**src/rtl/tetris_pkg.sv**
```systemverilog
`default_nettype none
// ============================================================================
//  Module   : tetris_pkg
//  Purpose  : Types and sizes shared by the board stage and the LED matrix
//             scanner (board geometry, frame type, scanner state encoding).
//  Revision : 1.0  initial release
// ============================================================================
package tetris_pkg;

  localparam int BOARD_ROWS = 15;
  localparam int BOARD_COLS = 8;

  // One full board frame; index 0 is the top row, bit COLS-1 the leftmost column
  typedef logic [BOARD_ROWS-1:0][BOARD_COLS-1:0] board_t;

  // Scanner sequencing: idle -> snapshot -> (drive -> blank) per row
  typedef enum logic [1:0] {
    S_IDLE  = 2'd0,
    S_LOAD  = 2'd1,
    S_DRIVE = 2'd2,
    S_BLANK = 2'd3
  } scan_state_t;

endpackage : tetris_pkg
`default_nettype wire

```
**src/rtl/scan_timer.sv**
```systemverilog
`default_nettype none
// ============================================================================
//  Module   : scan_timer
//  Purpose  : Loadable down-counter that saturates at zero; done flags zero.
//             Shared by the row dwell and row blanking intervals.
//  Revision : 1.0  initial release
// ============================================================================
module scan_timer #(
  parameter int WIDTH = 12
) (
  input  logic             clk,
  input  logic             reset,
  input  logic             load,
  input  logic [WIDTH-1:0] load_val,
  input  logic             en,
  output logic             done
);

  logic [WIDTH-1:0] r_count;

  // Load has priority; otherwise count down and hold at zero (never wraps)
  always_ff @(posedge clk or negedge reset) begin
    if (!reset) begin
      r_count <= '0;
    end else if (load) begin
      r_count <= load_val;
    end else if (en && (r_count != '0)) begin
      r_count <= r_count - WIDTH'(1);
    end
  end

  assign done = (r_count == '0);

endmodule : scan_timer
`default_nettype wire

```
**src/rtl/led_matrix_scanner.sv**
```systemverilog
`default_nettype none
// ============================================================================
//  Module   : led_matrix_scanner
//  Purpose  : Snapshots the board once per frame and time-multiplexes it onto
//             the LED matrix one row at a time with dark gaps between rows.
//  Revision : 1.0  initial release
// ============================================================================
module led_matrix_scanner
  import tetris_pkg::*;
#(
  parameter int ROWS  = BOARD_ROWS,
  parameter int COLS  = BOARD_COLS,
  parameter int DWELL = 2048,
  parameter int BLANK = 16
) (
  input  logic                       clk,
  input  logic                       reset,
  input  logic [ROWS-1:0][COLS-1:0]  board_in,
  input  logic                       enable,
  output logic [ROWS-1:0]            row_sel,
  output logic [COLS-1:0]            col_data,
  output logic [3:0]                 scan_row,
  output logic                       frame_start
);

  localparam int             c_timer_w  = $clog2(((DWELL > BLANK) ? DWELL : BLANK) + 1);
  localparam logic [c_timer_w-1:0] c_dwell_ld = c_timer_w'(DWELL - 1);
  localparam logic [c_timer_w-1:0] c_blank_ld = c_timer_w'(BLANK - 1);
  localparam logic [3:0]     c_last_row = 4'(ROWS - 1);

  if (DWELL < 1) begin : g_bad_dwell
    $error("led_matrix_scanner: DWELL must be >= 1");
  end
  if (BLANK < 1) begin : g_bad_blank
    $error("led_matrix_scanner: BLANK must be >= 1");
  end
  if (ROWS > 16) begin : g_bad_rows
    $error("led_matrix_scanner: ROWS must fit the 4-bit scan_row");
  end

  scan_state_t                 r_state;
  scan_state_t                 w_next_state;
  logic [ROWS-1:0][COLS-1:0]   r_frame_buf;
  logic [ROWS-1:0]             r_row_sel;
  logic [COLS-1:0]             r_col_data;
  logic [3:0]                  r_scan_row;
  logic                        r_frame_start;
  logic [3:0]                  w_next_row;
  logic [ROWS-1:0]             w_row_sel;
  logic [COLS-1:0]             w_col_data;
  logic [COLS-1:0]             w_row_bits;
  logic                        w_timer_load;
  logic [c_timer_w-1:0]        w_timer_val;
  logic                        w_timer_en;
  logic                        w_timer_done;

  scan_timer #(
    .WIDTH (c_timer_w)
  ) u_scan_timer (
    .clk      (clk),
    .reset    (reset),
    .load     (w_timer_load),
    .load_val (w_timer_val),
    .en       (w_timer_en),
    .done     (w_timer_done)
  );

  // Next state, next row and the output values that the next state will show
  always_comb begin
    w_next_state = r_state;
    w_next_row   = r_scan_row;
    w_timer_val  = '0;
    w_row_sel    = '0;
    w_col_data   = '0;

    case (r_state)
      S_IDLE:  if (enable) w_next_state = S_LOAD;
      S_LOAD: begin
        w_next_state = S_DRIVE;
        w_next_row   = '0;
      end
      S_DRIVE: if (w_timer_done) w_next_state = S_BLANK;
      S_BLANK: begin
        if (w_timer_done) begin
          if (r_scan_row == c_last_row) begin
            w_next_row   = '0;
            w_next_state = S_LOAD;
          end else begin
            w_next_row   = r_scan_row + 4'd1;
            w_next_state = S_DRIVE;
          end
        end
      end
      default: w_next_state = S_IDLE;
    endcase

    // Disabling always parks the scanner dark at row 0; re-enable restarts the frame
    if (!enable) begin
      w_next_state = S_IDLE;
      w_next_row   = '0;
    end

    // Every state entry reloads the timer; idle/load park it at zero
    w_timer_load = (w_next_state != r_state) || !enable;
    if (w_next_state == S_DRIVE) begin
      w_timer_val = c_dwell_ld;
    end else if (w_next_state == S_BLANK) begin
      w_timer_val = c_blank_ld;
    end

    // Row 0 is driven on the same edge the snapshot is captured, so bypass the buffer
    w_row_bits = (r_state == S_LOAD) ? board_in[w_next_row] : r_frame_buf[w_next_row];
    if (w_next_state == S_DRIVE) begin
      w_row_sel[w_next_row] = 1'b1;
      w_col_data            = w_row_bits;
    end
  end

  assign w_timer_en = (r_state == S_DRIVE) || (r_state == S_BLANK);

  // Registered state, snapshot and matrix outputs
  always_ff @(posedge clk or negedge reset) begin
    if (!reset) begin
      r_state       <= S_IDLE;
      r_frame_buf   <= '0;
      r_row_sel     <= '0;
      r_col_data    <= '0;
      r_scan_row    <= '0;
      r_frame_start <= 1'b0;
    end else begin
      r_state       <= w_next_state;
      r_row_sel     <= w_row_sel;
      r_col_data    <= w_col_data;
      r_scan_row    <= w_next_row;
      r_frame_start <= (w_next_state == S_LOAD);
      if ((r_state == S_LOAD) && enable) begin
        r_frame_buf <= board_in;
      end
    end
  end

  assign row_sel     = r_row_sel;
  assign col_data    = r_col_data;
  assign scan_row    = r_scan_row;
  assign frame_start = r_frame_start;

endmodule : led_matrix_scanner
`default_nettype wire

```
**config.mk**
```make
export PLATFORM = sky130hd
export DESIGN_NAME = led_matrix_scanner
export DESIGN_NICKNAME = d
export VERILOG_FILES = /design/src/rtl/tetris_pkg.sv /design/src/rtl/scan_timer.sv /design/src/rtl/led_matrix_scanner.sv
export SDC_FILE = /design/constraint.sdc
export NUM_CORES = 1
export LEC_CHECK = 0
export CORE_MARGIN = 5
export CORE_UTILIZATION = 44
export CTS_BUF_LIST = sky130_fd_sc_hd__clkbuf_8
export DETAILED_ROUTE_END_ITERATION = 12
export PLACE_DENSITY = 0.7
export SETUP_SLACK_MARGIN = 0.2
export SYNTH_ARGS = -nofsm -noshare
export SYNTH_HDL_FRONTEND = slang
export SYNTH_SLANG_ARGS = --single-unit
```
**constraint.sdc**
```tcl
create_clock -name clk -period 5.55 [get_ports clk]
set_clock_uncertainty 0.15 [all_clocks]
set_input_delay 1.11 -clock clk [delete_from_list [all_inputs] [get_ports clk]]
set_output_delay 1.11 -clock clk [all_outputs]
set_load 0.05 [all_outputs]
```
==> key figures, run 1 <==
Drt
  – Via count: roughly 6600
  – Initial drt markers: 587
  – DRT Pass-1 Iters: 6
  – DR WL/cell: 18.5 µm
  – DR DRC count: 0
  – Vias per cell: 5.48
  – Post-route antenna net violation count: 0
  – Post-Route WL: 22400 µm

Setup path
  – CP arrival: 4140 ps
  – Crit Path Category: flop to flop
  – Reg-to-reg startpoint: u_scan_timer.r_count[0]
  – R2R depth: 8
  – Reg-to-reg endpoint: col_data[2]
  – Worst-path fanout max: 9
  – WP data required: 5770 ps
  – Reg2reg setup slack: between 1500 and 2000 ps
  – Setup crit start kind: flop
  – CP endpoint kind: flop

Cells and area
  – Share of cells above drive strength 1: 6.05%
  – P&R area growth vs syn: 28.0%
  – N_diodes: 0
  – Fin util: a little under three fifths
  – Most frequent cells in the layout: 361 x nand2_1, 162 x dfrtp_1, 149 x clkdlybuf4s50_1
  – Commonest non-fill, non-tap cell in the layout: nand2_1
  – Fill count: roughly 1500
  – Final nets: roughly 1100

GRT
  – First-pass GRT wire length: ~36000 µm
  – Vias in the first global route: 6657
  – Congestion Overflow GR: 0
  – Total GRT Usage: 22.9%
  – Largest net degree at the start of global routing: between 80 and 90
  – Initial antenna violation count: 0

Floorplanning
  – Core area: 0.0166 mm²
  – Die X: 140 µm
  – Row count: between 40 and 50
  – Number of placed I/O pins: between 150 and 200
  – Die height: 140 µm
  – Die ar.: slightly below 0.02 mm²
  – Initial Util: between 40% and 50%

Power
  – Lkg Pwr: 0.00443 µW
  – Max VDD drop: approximately 0.21 mV
  – PwrDens: 390 mW/mm²
  – Design Power: about 3700 µW

CTS
  – CTS tree: built
  – CTS Buffer Depth: 2
  – Post-CTS Resized: 0
  – Clock slew at reported path FFs: around 100 ps
  – Hold buffers post-CTS: 0
  – Clk sinks: 162
  – Cts bufs inserted: 17
  – Skew-Pair Late Insertion Delay: 470 ps
  – Post-CTS setup buffers: 0
  – H-tree Lvls: 4
  – Root Buffer: clkbuf_8

Synthesis
  – Avg Cell Area, Syn: 8.79 µm²
  – Syn Nets: 975
  – Yosys warnings: 0
  – Count of different cell masters after synthesis: 58
  – Register area share after synthesis: a little over half
  – Cells after synthesis: 849
  – Top_reg_cell synth: dfrtp_1
  – Async S/R FF share, synth: 100%
  – Post-synth EDFFs: 0
  – Synthesized flop and latch total: between 150 and 200
  – Synth Cell Area: about 0.0075 mm²

Timing
  – RSZ-0062 raised after global routing: no
  – Final period util: between 70% and 80%
  – Final hold violation count: 0
  – Worst slew pin tran: roughly 1300 ps
  – Max Freq: between 0.2 and 0.3 GHz
  – TNS Setup: 0 ps
  – Final setup fails: 0
  – Tmin final: around 4000 ps
  – Slew Limit Fails: 0
  – Slew HR: 15.3%

Placed design
  – DP HPWL: 16000 µm
  – IO buf count: 150
  – RePlAce Congestion: 0.890

Status
  – Status: complete, no violations

Min path
  – Worst Hold Class: flop to flop
  – Hold_sp: r_frame_buf[29]
  – Hold EP: r_frame_buf[29]
  – Worst Hold Depth: 2

Job
  – Max_cap viols: 0
==> registers in the layout (all words and copies together) (netlist names) <==
register and count:
frame_start 1, scan_row 4, col_data 8, row_sel 15, r_state 2, u_scan_timer.r_count 12
r_frame_buf 120
==> worst max-delay path by stage <==
stage	slack, ps	depth (start not counted)	endpoint	from
CTS	1800	8	col_data[2]	u_scan_timer.r_count[0]
floorplan	2560	8	col_data[2]	scan_row[2]
global placement	1540	9	col_data[3]	enable
global route	1480	7	col_data[1]	u_scan_timer.r_count[4]
finish	1630	8	col_data[2]	u_scan_timer.r_count[0]
detailed placement	1450	9	col_data[2]	enable
==> power breakdown <==
| group | switching, µW | total, µW | internal, µW |
|---|---|---|---|
| Sequential | 239 | 1790 | 1550 |
| Clock | 488 | 903 | 415 |
| Combinational | 615 | 1040 | 421 |
| Total | 1340 | 3730 | 2380 |
==> critical path, stage by stage (launching register included) <==
cell and delay [ps]:
dfrtp_1 420, inv_1 70, ha_1 200, or3b_2 530
nor3_2 510, nand2_1 150, a211oi_1 1070, o221ai_1 360
o31ai_1 360
==> Yosys cell counts (all sizes together) (3+ instances only) <==
master / n / area [µm²]
nand2: 361 / 1360
nand4: 16 / 100
o31ai: 18 / 135
clkbuf: 41 / 155
o21ai: 21 / 105
and3: 3 / 23.8
or3: 12 / 75.1
buf: 12 / 70.1
a21o: 3 / 22.5
nand3: 6 / 30.0
o221ai: 7 / 61.3
a21oi: 20 / 100
o22ai: 4 / 25.0
nand2b: 3 / 18.8
nor4: 3 / 18.8
a211oi: 9 / 67.6
ha: 3 / 37.5
dfrtp: 162 / 4050
nor3: 16 / 85.1
a2bb2oi: 16 / 140
inv: 19 / 71.3
or4: 4 / 41.3
xnor2: 6 / 52.6
o2111ai: 9 / 78.8
nor2: 20 / 75.1
mux2i: 9 / 90.1
o211ai: 12 / 90.1
o22a: 4 / 35.0
==> metal layers <==
layer	share of wire (%)	global-route usage, %	wire length, µm
met1	43	31.6	9760
met2	47	35.5	10500
met3	7.0	5.28	1560
met4	2.9	8.21	651
met5	0	0	0
==> through the flow <==
step                hold slack (ps)  worst slack (ps)  std cells  instance area, µm²
floorplan                       289              2560        849                7460
finish                          331              1630       1211                9550
detailed placement              312              1450       1179                9150
CTS                             333              1800       1211                9550
global route                    347              1480       1211                9550
global placement                308              1540       1179                9150
==> logic make-up (layout without fill, tap and decap cells) <==
kind of cell               count (synthesis)  count (layout)  share of synthesized area [%]
AOI/OAI and AO/OA                        138             138                           13.2
xor gates and xnor gates                   8               8                          0.939
adders and majority gates                  3               3                          0.503
buffers and inverters                     72             214                           3.97
DFF                                      162             162                           54.3
muxes                                     10              10                           1.36
and+or+nand+nor                          456             456                           25.7
==> area by class of cell <==
type / instances / area (µm²) / area share (%)
repair buffers: 163 / 1610 / 16.9
flip-flops and latches: 162 / 4050 / 42.4
clock buffers: 17 / 234 / 2.45
inverters: 19 / 71.3 / 0.746
multi-input cells: 615 / 3130 / 32.8
clock inverters: 15 / 173 / 1.81
well taps: 220 / 275 / 2.88
(Power assumes the default switching activity.)
==> run 2, diff against run 1 <==
==> constraint.sdc (replaced) <==
create_clock -name clk -period 3.9 [get_ports clk]
set_clock_uncertainty 0.15 [all_clocks]
set_input_delay 0.78 -clock clk [delete_from_list [all_inputs] [get_ports clk]]
set_output_delay 0.78 -clock clk [all_outputs]
set_load 0.05 [all_outputs]
==> run 2 against run 1 <==
  * Sequential power up 42%
  * Die area unchanged
  * Worst hold slack worse by 130 ps
  * Total power up 46%
  * Count of clock-buffer cells in the layout up 1
  * Final area up 2.3%
  * Largest cell class unchanged
==> key figures, run 2 (same netlist as run 1, synthesis figures left out) <==
CTS
  – CTS Buffer Depth: 2 (unchanged)
  – Post-CTS Resized: 0 (unchanged)
  – Cts bufs inserted: 17 (unchanged)
  – Post-CTS setup buffers: 0 (unchanged)
  – Root Buffer: clkbuf_8 (unchanged)
  – Clk sinks: 162 (unchanged)
  – H-tree Lvls: 4 (unchanged)
  – Clock slew at reported path FFs: 90 ps (was 100 ps)
  – Hold buffers post-CTS: 0 (unchanged)
  – CTS tree: built (unchanged)
  – Skew-Pair Late Insertion Delay: 470 ps (about the same)

Timing
  – Final hold violation count: 0 (unchanged)
  – Tmin final: 3420 ps (was 3920 ps)
  – Worst slew pin tran: 983 ps (was 1260 ps)
  – Slew Limit Fails: 0 (unchanged)
  – Final period util: 87.8% (was 70.6%)
  – Max Freq: 0.292 GHz (was 0.255 GHz)
  – RSZ-0062 raised after global routing: no (unchanged)
  – Slew HR: 34.4% (was 15.3%)
  – TNS Setup: 0 ps (unchanged)
  – Setup ws final: 475 ps (was 1630 ps)
  – Final setup fails: 0 (unchanged)

Floorplanning
  – Row count: 47 (unchanged)
  – Initial Util: 44.8% (unchanged)
  – Die X: 140 µm (unchanged)
  – Die height: 140 µm (unchanged)
  – Core area: 0.0166 mm² (unchanged)
  – Number of placed I/O pins: 151 (unchanged)
  – Die ar.: 0.0197 mm² (unchanged)

Setup path
  – CP endpoint kind: flop (unchanged)
  – Setup crit start kind: flop (unchanged)
  – Crit Path Category: flop to flop (unchanged)
  – Worst-path fanout max: 12 (was 9)
  – WP data required: 4080 ps (was 5770 ps)
  – CP arrival: 3600 ps (was 4140 ps)

Drt
  – Via count: 6513 (was 6639)
  – DR WL/cell: 17.7 µm (was 18.5 µm)
  – Post-route antenna net violation count: 0 (unchanged)
  – Post-Route WL: 21800 µm (was 22400 µm)
  – Initial drt markers: 653 (was 587)
  – DRT Pass-1 Iters: 6 (unchanged)
  – Vias per cell: 5.30 (was 5.48)
  – DR DRC count: 0 (unchanged)

GRT
  – First-pass GRT wire length: 34700 µm (was 35800 µm)
  – Total GRT Usage: 22.1% (was 22.9%)
  – Initial antenna violation count: 0 (unchanged)
  – Largest net degree at the start of global routing: 89 (was 84)
  – Vias in the first global route: 6435 (was 6657)
  – Congestion Overflow GR: 0 (unchanged)

Cells and area
  – Max reg flops: 120 (unchanged)
  – P&R area growth vs syn: 30.9% (was 28.0%)
  – Most frequent cells in the layout: 361 x nand2_1, 162 x dfrtp_1, 149 x clkdlybuf4s50_1 (unchanged)
  – Commonest non-fill, non-tap cell in the layout: nand2_1 (unchanged)
  – Fin util: 58.7% (was 57.4%)
  – N_diodes: 0 (unchanged)
  – Final nets: 1121 (was 1104)
  – Share of cells above drive strength 1: 7.44% (was 6.05%)
  – Reg with most FFs: r_frame_buf (unchanged)

Job
  – Max_cap viols: 0 (unchanged)

Placed design
  – Post-place setup slack: 372 ps (was 1450 ps)
  – DP HPWL: 16000 µm (about the same)
  – RePlAce Congestion: 0.878 (was 0.890)
  – IO buf count: 150 (unchanged)

Power
  – PwrDens: 557 mW/mm² (was 390 mW/mm²)
  – Gate power share: 27.4% (was 27.8%)
  – Net Sw Frac: 33.5% (was 36.0%)
  – Psw: 1820 µW (was 1340 µW)
  – Int Pwr: 3620 µW (was 2380 µW)
  – Max VDD drop: 0.280 mV (was 0.213 mV)
  – Clock power frac: 25.9% (was 24.2%)
  – Sequential share of power: 46.7% (was 47.9%)
  – Lkg Pwr: 0.00456 µW (was 0.00443 µW)
  – Design Power: 5440 µW (was 3730 µW)

Status
  – Status: complete, no violations (unchanged)

Min path
  – Worst Hold Class: input pin to async pin (was flop to flop)
[run 2: cell count changes in the layout (fill, tap and decap cells not counted), sizes merged]
| cell | delta |
|---|---|
| inv | -5 |
| buf | +17 |
| bufinv | +3 |
| clkbuf | +1 |
| clkinv | +1 |
[run 2: cell type report]
class                      instances  area, µm²
fill                            1482       6870
sequential                       162       4050
multi-input combinational        615       3130
timing repair buffer             180       1780
tap                              220        275
clock buffer                      18        248
clock inverter                    14        213
inverter                          19       71.3
[run 2: routing by layer]
metal | global-route usage [%] | up-vias | wire length, µm
met5 | 0 | - | 0
met4 | 5.41 | 0 | 323
met3 | 4.81 | 19 | 1570
met1 | 31.5 | 3084 | 9580
li1 | - | 3157 | -
met2 | 34.7 | 253 | 10300
[run 2: per-stage QoR]
step / hold slack [ps] / cell area [µm²] / cells
after floorplan: 289 / 7460 / 849
after global placement: 307 / 9310 / 1196
after detailed placement: 312 / 9310 / 1196
after CTS: 228 / 9770 / 1228
after global routing: 254 / 9770 / 1228
final: 202 / 9770 / 1228
[run 2: worst paths after layout]
| kind | startpoint | to | slack [ps] | depth (start not counted) |
|---|---|---|---|---|
| max | u_scan_timer.r_count[0] | col_data[2] | 480 | 9 |
| min | reset | r_frame_buf[99] | 200 | 1 |
| max reg2reg | u_scan_timer.r_count[0] | col_data[2] | 480 | 9 |
| min reg2reg | r_frame_buf[54] | r_frame_buf[54] | 330 | 2 |
| max in group asynchronous | reset | r_frame_buf[80] | 2540 | 2 |
| min in group clk | r_frame_buf[54] | r_frame_buf[54] | 330 | 2 |
[run 2: worst max-delay path, stage by stage (launching register included)]
cell and delay [ps]:
dfrtp_1 410, inv_1 60, ha_1 210, or3b_2 520, nor4_1 480, a211o_1 220, or3b_4 470, or2_0 390
o221ai_1 260, o31ai_1 110
[run 2: power by group through the flow]
stage | Clock, µW | Sequential (µW) | Combinational (µW)
floorplan | 0 | 2500 | 925
global placement | 0 | 2560 | 1460
detailed placement | 0 | 2560 | 1490
CTS | 1430 | 2530 | 1500
global route | 1500 | 2590 | 1660
finish | 1410 | 2540 | 1490
